**src/rtl/readout_rx_meas_scheduler.sv**
```systemverilog
// rtl/readout_rx_meas_scheduler.sv - round-robin scheduler sharing one measurement decision unit among readout channels
// Optional watchdog: RX_MEAS_SCHED_TIMEOUT_EN
module readout_rx_meas_scheduler #(
  parameter int NUM_CH         = 8,
  parameter int CH_ID_WIDTH    = 3,
  parameter int GUARD_CYCLES   = 4,
  parameter int GUARD_WIDTH    = 3,
  parameter int TIMEOUT_CYCLES = 1500,
  parameter int TIMEOUT_WIDTH  = 11
) (
  input  logic                   clk,
  input  logic                   rst,
  input  logic [NUM_CH-1:0]      req_in,
  output logic [NUM_CH-1:0]      req_ack_out,
  output logic                   start_count_out,
  output logic [CH_ID_WIDTH-1:0] bin_sel_out,
  input  logic                   decision_fin_in,
  input  logic                   decision_state_in,
  output logic                   result_valid_out,
  input  logic                   result_ready_in,
  output logic [CH_ID_WIDTH-1:0] result_ch_out,
  output logic                   result_bit_out,
  output logic                   result_timeout_out,
  output logic                   busy_out
);

  typedef enum logic [2:0] {IDLE, GRANT, RUN, REPORT, GUARD} state_t;

  state_t                 state, state_next;
  logic [CH_ID_WIDTH-1:0] rr_ptr, cur_ch, pick_ch, result_ch;
  logic                   pick_found, result_bit, timeout_hit, run_done;
  logic [GUARD_WIDTH-1:0] guard_cnt;
  logic [2*NUM_CH-1:0]    req_rot;
  logic [CH_ID_WIDTH:0]   pick_sum;

  // Rotate requests so bit 0 is rr_ptr; the lowest set bit is the next channel in round-robin order.
  always_comb begin
    req_rot    = {req_in, req_in} >> rr_ptr;
    pick_found = 1'b0;
    pick_sum   = '0;
    for (int i = NUM_CH - 1; i >= 0; i--) begin
      if (req_rot[i]) begin
        pick_found = 1'b1;
        pick_sum   = {1'b0, rr_ptr} + (CH_ID_WIDTH + 1)'(i);
      end
    end
    if (pick_sum >= (CH_ID_WIDTH + 1)'(NUM_CH)) pick_sum = pick_sum - (CH_ID_WIDTH + 1)'(NUM_CH);
    pick_ch = pick_sum[CH_ID_WIDTH-1:0];
  end

  assign run_done = decision_fin_in || timeout_hit;

  always_ff @(posedge clk) begin
    if (rst) state <= IDLE;
    else     state <= state_next;
  end

  always_comb begin
    state_next = state;
    case (state)
      IDLE:    if (pick_found) state_next = GRANT;
      GRANT:   state_next = RUN;
      RUN:     if (run_done) state_next = REPORT;
      REPORT:  if (result_ready_in) state_next = (GUARD_CYCLES > 0) ? GUARD : IDLE;
      GUARD:   if (guard_cnt == GUARD_WIDTH'(GUARD_CYCLES - 1)) state_next = IDLE;
      default: state_next = IDLE;
    endcase
  end

  always_ff @(posedge clk) begin
    if (rst) begin
      rr_ptr     <= '0;
      cur_ch     <= '0;
      result_ch  <= '0;
      result_bit <= 1'b0;
      guard_cnt  <= '0;
    end else begin
      if (state == IDLE && pick_found) cur_ch <= pick_ch;
      if (state == GRANT)
        rr_ptr <= (cur_ch == CH_ID_WIDTH'(NUM_CH - 1)) ? '0 : cur_ch + 1'b1;
      if (state == RUN && run_done) begin
        result_ch  <= cur_ch;
        result_bit <= decision_fin_in & decision_state_in;
      end
      if (state == GUARD) guard_cnt <= guard_cnt + 1'b1;
      else                guard_cnt <= '0;
    end
  end

`ifdef RX_MEAS_SCHED_TIMEOUT_EN
  logic [TIMEOUT_WIDTH-1:0] wd_cnt;
  logic                     result_timeout;

  // A decision arriving in the expiry cycle takes precedence over the watchdog.
  always_ff @(posedge clk) begin
    if (rst) begin
      wd_cnt         <= '0;
      result_timeout <= 1'b0;
    end else begin
      if (state == RUN) wd_cnt <= wd_cnt + 1'b1;
      else              wd_cnt <= '0;
      if (state == RUN && run_done) result_timeout <= ~decision_fin_in;
    end
  end

  assign timeout_hit        = (state == RUN) && (wd_cnt == TIMEOUT_WIDTH'(TIMEOUT_CYCLES - 1));
  assign result_timeout_out = result_timeout;
`else
  // No watchdog: the expression is constant 0 and only keeps the parameters referenced.
  assign timeout_hit        = (TIMEOUT_CYCLES < 0) && (TIMEOUT_WIDTH < 0);
  assign result_timeout_out = 1'b0;
`endif

  assign req_ack_out      = (state == GRANT) ? (NUM_CH'(1) << cur_ch) : '0;
  assign start_count_out  = (state == GRANT);
  assign bin_sel_out      = cur_ch;
  assign result_valid_out = (state == REPORT);
  assign result_ch_out    = result_ch;
  assign result_bit_out   = result_bit;
  assign busy_out         = (state != IDLE);

endmodule

```
**config.mk**
```make
export PLATFORM = sky130hd
export DESIGN_NAME = readout_rx_meas_scheduler
export DESIGN_NICKNAME = d
export VERILOG_FILES = /design/src/rtl/readout_rx_meas_scheduler.sv
export SDC_FILE = /design/constraint.sdc
export NUM_CORES = 1
export LEC_CHECK = 0
export ABC_AREA = 1
export CAP_MARGIN = 20
export CORE_ASPECT_RATIO = 1.2
export CORE_MARGIN = 3
export CORE_UTILIZATION = 46
export CTS_CLUSTER_DIAMETER = 80
export CTS_CLUSTER_SIZE = 14
export DETAILED_ROUTE_END_ITERATION = 10
export GPL_ROUTABILITY_DRIVEN = 0
export PLACE_DENSITY = 0.76
export SYNTH_ARGS = -nofsm -noshare
export SYNTH_HDL_FRONTEND = slang
export SYNTH_SLANG_ARGS = --single-unit
```
**constraint.sdc**
```tcl
create_clock -name clk -period 1.75 [get_ports clk]
set_input_delay 0.2625 -clock clk [delete_from_list [all_inputs] [get_ports clk]]
set_output_delay 0.2625 -clock clk [all_outputs]
set_load 0.02 [all_outputs]
```
After elaboration in Yosys (flattened, before gate mapping)
Index checks and enable logic that the tools add are counted.
{"block": "totals", "latch_bits": 0, "ramBits": 0, "mem_count": 0, "word_cells": 61, "rom_bits": 0, "ff_bits": 16}
{"block": "op_classes", "n_eq_ne": 10, "div_mod_pow": 0, "order_cmp": 1, "add_sub_neg": 10, "reduce_logical": 6, "multipliers": 0, "n_mux": 24, "shift": 2, "bitwise": 2}
{"cell": "$mux W4", "n": 8}
{"cell": "$mux W3", "n": 6}
{"cell": "$add A3 B3 Y4 const B", "n": 4}
{"cell": "$shr A16 B3 Y8", "n": 1}
{"cell": "$pmux W3 S5", "n": 1}
{"cell": "$eq A3 B2 Y1 const B", "n": 3}
{"cell": "$add A3 B2 Y4 const B", "n": 2}
{"cell": "$mux W1", "n": 8}
{"cell": "$mux W8", "n": 1}
{"cell": "$shl A1 B3 Y8 const A", "n": 1}
{"cell": "$add A3 B1 Y3 const B", "n": 2}
{"cell": "$eq A3 B3 Y1 const B", "n": 2}
{"cell": "$ne A2 B2 Y1 const B", "n": 3}
{"cell": "$add A3 B1 Y4 const B", "n": 1}
{"cell": "$ge A4 B4 Y1 const B", "n": 1}
{"cell": "$reduce_and A4 Y1", "n": 1}
{"cell": "$eq A3 B1 Y1 const B", "n": 1}
{"cell": "$logic_not A3 Y1", "n": 1}
{"cell": "$reduce_bool A3 Y1", "n": 1}
{"cell": "$sub A3 B1 Y3 const B", "n": 1}
{"cell": "$logic_and A1 B1 Y1", "n": 2}
{"cell": "$ne A2 B1 Y1 const B", "n": 1}
{"cell": "$reduce_or A2 Y1", "n": 1}
{"cell": "$and A1 B1 Y1", "n": 1}
{"cell": "$not A1 Y1", "n": 1}

Logic depth before layout (Yosys ltp)
{"block": "logic_depth", "word_depth": 11, "depth_mapped": 17, "depth_no_buf": 15}

Worst setup path after synthesis
OpenSTA, ideal clock, no wires.
{"block": "synth_timing", "path_kind": "reg2out", "from": "register state[0]", "to": "output req_ack_out[0]", "path_buffers": 1, "setup_slack_ps": -394, "path_stages_with_launch": 6, "arrival_time_ps": 1881, "cell_sequence": "dfxtp_1 inv_1 nor3_1 inv_1 clkbuf_1 nor3_1"}
{"block": "synth_via", "elab_chain_cells": 2}
{"item": "start, declared", "line_no": "29", "source": "state_t state, state_next;"}
{"item": "start signal, assigned", "line_no": "55", "source": "else state <= state_next;"}
{"item": "$eq A3 B1 Y1"}
{"item": "via start_count_out", "line_no": "15", "source": "output logic start_count_out,"}
{"item": "$mux W8", "line_no": "114", "source": "assign req_ack_out = (state == GRANT) ? (NUM_CH'(1) << cur_ch) : '0;"}
{"item": "end, declared", "line_no": "14", "source": "output logic [NUM_CH-1:0] req_ack_out,"}
The timed path passes the listed nets, and every way through them passes these cells.

Worst setup path in the final report
{"block": "layout_timing", "from": "register rr_ptr[0]", "to": "register state[1]"}
{"block": "layout_via", "elab_chain_cells": 11}
{"item": "start, declared", "line_no": "30", "source": "logic [CH_ID_WIDTH-1:0] rr_ptr, cur_ch, pick_ch, result_ch;"}
{"item": "start signal, assigned", "line_no": "80", "source": "rr_ptr <= (cur_ch == CH_ID_WIDTH'(NUM_CH - 1)) ? '0 : cur_ch + 1'b1;"}
{"item": "$shr A16 B3 Y8 (*)", "line_no": "38", "source": "req_rot = {req_in, req_in} >> rr_ptr;"}
{"item": "$mux W1 (7 in a row)", "line_no": "42", "source": "if (req_rot[i]) begin"}
{"item": "$mux W1 (*)", "line_no": "42"}
{"item": "$ne A2 B2 Y1 (no line) (*)"}
{"item": "$reduce_and A4 Y1 (no line) (*)"}
Mark *: on every way between the ends. The rest lies on a longest branch, timed or not.
A chain may end at the register's enable or synchronous reset.

==> results.yml <==
final_layout:
  antenna_cells: 0
  utilization: 0.7898
  layoutNonFillerInstCount: 328
  drive_gt1_frac: 0.4422
  area_growth_pct: 56.41
  nets: 318
outcome:
  status: "finished, violations left"
  violations: "negative setup slack"
pwr:
  powerDensity_nw_per_um2: 2011
  peakVddDrop_mv: 1.560
  p_leak_nw: 1.099
grt:
  overflow: 0
  met2_usage: 0.4421
  grt_pass1_vias: 1727
  antenna_found_initial: 0
  grt_pass1_wl_um: 7107
  grt_max_degree: 14
  met1_usage: 0.2379
  top_usage_layer: "met2"
  grt_util_met3: 0.03396
  globalRouteTotalUtil: 0.2299
die:
  core_sq_um: 2917
  die_w_um: 57.65
  rows: 21
  pin_count: 32
  die_y_um: 67.98
  initial_core_util: 0.5049
  fp.dieArea_sq_um: 3919
setup_path:
  r2r_slack_ns: -0.1
  cp_num_buf_inv: 2
  cp_cell_sequence: "buf_12, nand2_4, nand3_2, nand3_1, o21ai_4, nor3_4, nand2_2, o21ai_4, buf_4, a21oi_2"
  worstPathMaxFanout: 8
  r2r-end: "state[1]"
  timing.rr.start: "rr_ptr[0]"
  end_kind: "flip-flop"
  cp.arrival_ns: 2.04
  crit_family: "simple AND/OR/NAND/NOR gates"
  crit_top_cell: "o21ai_4"
  reg2reg_depth: 10
  crit_slowest_cell: "dfxtp_4"
  setup.worst_path.class: "flip-flop to flip-flop"
  required_ns: 1.94
  slowest_delay_ns: 0.39
  start_kind: "flip-flop"
timing:
  fmax_ghz: 0.5413
  slew_viol_final: 0
  tns_ns: -0.3501
  setup_violations: 4
  finalHoldViolCount: 0
  min_period_over_period: 1.056
  setup_ws_ns: -0.09734
  hold_ws_ns: 0.4274
  skew_ns: 0.002751
  rsz0062_at_grt: "true"
  fin_crit_ns: 1.847
clocking:
  cts_sinks: 16
  htree_levels: 1
  cts_tree: "built"
  insertion_delay_ns: 0.29
  cts.path.max_buffers: 2
  cts.reportedPaths.clkPinSlew_ns: 0.09
  holdBufCountCts: 0
  cts-buffers-inserted: 3
  cts_root_buffer: "clkbuf_4"
drt:
  routedWlPerCell_um: 15.20
  wl_um: 4986
  ant_nets: 0
  via_per_inst: 5.451
  drt_iter0_markers: 154
  remaining_drc_errors: 0
  vias: 1788
  first_pass_iters: 4
yosys:
  synthArstFlopShare: 0
  synth_top_area_frac: 0.2175
  ys_ff_latch: 16
  ys.flop_type: "dfxtp_1"
  ys_seq_area_frac: 0.2175
  synth.most_common_cell: "nand2_1"
  yosysUniqueCellTypes: 28
  avgSynthCellArea_sq_um: 6.459
  synth.area.top_cells: "dfxtp_1, nand2_1, ha_1"
  yosys_warnings: 0
  yosys-top-cells-count: "nand2_1, inv_1, nand3_1"
  syn_inst: 228
  synth.largest_area_cell: "dfxtp_1"
  synthesis.nets: 251
  syn_area_sq_um: 1473
  synth-edff-count: 0
placement:
  dp_hpwl_um: 2990
  dp.cells: 315
  io_buffer_count: 30
  dp_worst_setup_slack_ns: -0.2492
worst_hold_path:
  min-delay-start: "guard_cnt[0]"
  hold_class: "flip-flop to flip-flop"
  holdPathEnd: "guard_cnt[0]"
  whs_path_depth: 1
flow_run:
  cap_violations: 0
[stage by stage]
stage	power (mW)	cell area, sq um
3_5_place_dp	3.448	1973
6_report	4.633	2303
5_1_grt	5.029	2303
4_1_cts	4.000	2165
3_3_place_gp	3.402	1973
2_1_floorplan	2.478	1478
[worst register-to-register path, stage by stage (launching register included)]
cell     delay, ns
dfxtp_4       0.39
buf_12        0.16
nand2_4       0.07
nand3_2       0.09
nand3_1       0.18
o21ai_4       0.11
nor3_4        0.20
nand2_2       0.12
o21ai_4       0.23
buf_4         0.16
a21oi_2       0.05
[cells by family (layout without fill, tap and decap cells)]
logic type,after synthesis,count (layout),synth area share
flip-flops,16,16,0.2175
AO/OA/AOI/OAI,35,35,0.1308
AND/OR/NAND/NOR,127,127,0.4214
XOR/XNOR,3,3,0.01785
adder cells (fa/ha/maj),10,10,0.08496
buffers and inverters,36,102,0.1249
other,1,1,0.002546
[layout make-up]
cell class	count	area (sq um)
Clock buffer	4	36.28
Fill cell	195	613.1
Inverter	29	118.9
Multi-Input combinational cell	176	1207
Sequential cell	16	327.8
Tap cell	34	42.54
Timing Repair Buffer	69	570.5
[how the worst max path moves through the flow]
stage	end	slack (ns)	startpoint	depth (start not counted)
after floorplan	req_ack_out[0]	-0.12	state[0]	5
after global placement	state[2]	-0.20	req_in[4]	12
after detailed placement	state[0]	-0.25	req_in[4]	12
after CTS	state[0]	-0.04	rr_ptr[0]	12
after global routing	state[0]	-0.18	rr_ptr[0]	12
final	state[1]	-0.1	rr_ptr[0]	10
[power by group]
group | total, mW | internal (mW) | leakage [nW] | switching, mW
clock network | 0.246 | 0.127 | 0.0210 | 0.119
registers | 0.577 | 0.473 | 0.133 | 0.104
logic | 3.81 | 1.60 | 0.945 | 2.21
[state kept, by name (all words and copies together) (netlist names)]
register / flops
bin_sel_out: 3
guard_cnt: 3
rr_ptr: 3
state: 3
result_ch_out: 3
result_bit_out: 1
[repair_timing]
item	in CTS	in global routing
gates resized for setup	62	61
pin swaps	15	14
setup buffers	7	3
setup endpoints to repair	17	17
[placed cells by master (no fill, tap or decap), types with 2 or more instances in the layout]
master           netlist  routed
buf_4                  2      35
nand2_1               52      33
inv_1                 27      24
nand2_2               10      24
nand3_2                8      17
clkdlybuf4s50_1        0      17
a21oi_1               22      15
nor2_1                19      14
nand3_1               23      12
dfxtp_1               16      12
ha_1                  10      10
nor3_1                 9       8
buf_2                  0       8
a21oi_2                0       7
nand2_4                2       6
o21ai_0                5       5
inv_2                  1       3
nor2_2                 0       3
dfxtp_2                0       3
clkbuf_4               0       3
buf_6                  3       3
nor3_4                 0       2
nand3_4                0       2
o21ai_4                1       2
nor4_1                 2       2
o21ai_1                4       2
a211oi_1               2       2
nor2_4                 0       2
xor2_1                 2       2
dlymetal6s2s_1         0       2
clkbuf_2               0       2
[routing by layer]
| layer | share of wire | wire length [um] | vias up |
|---|---|---|---|
| met3 | 0.033 | 167 | 22 |
| met2 | 0.53 | 2658 | 51 |
| met5 | 0 | 0 | - |
| met1 | 0.39 | 1933 | 833 |
| met4 | 0.046 | 227 | 0 |
| li1 | - | - | 882 |
Note: power is estimated with default switching activity, not from simulation.
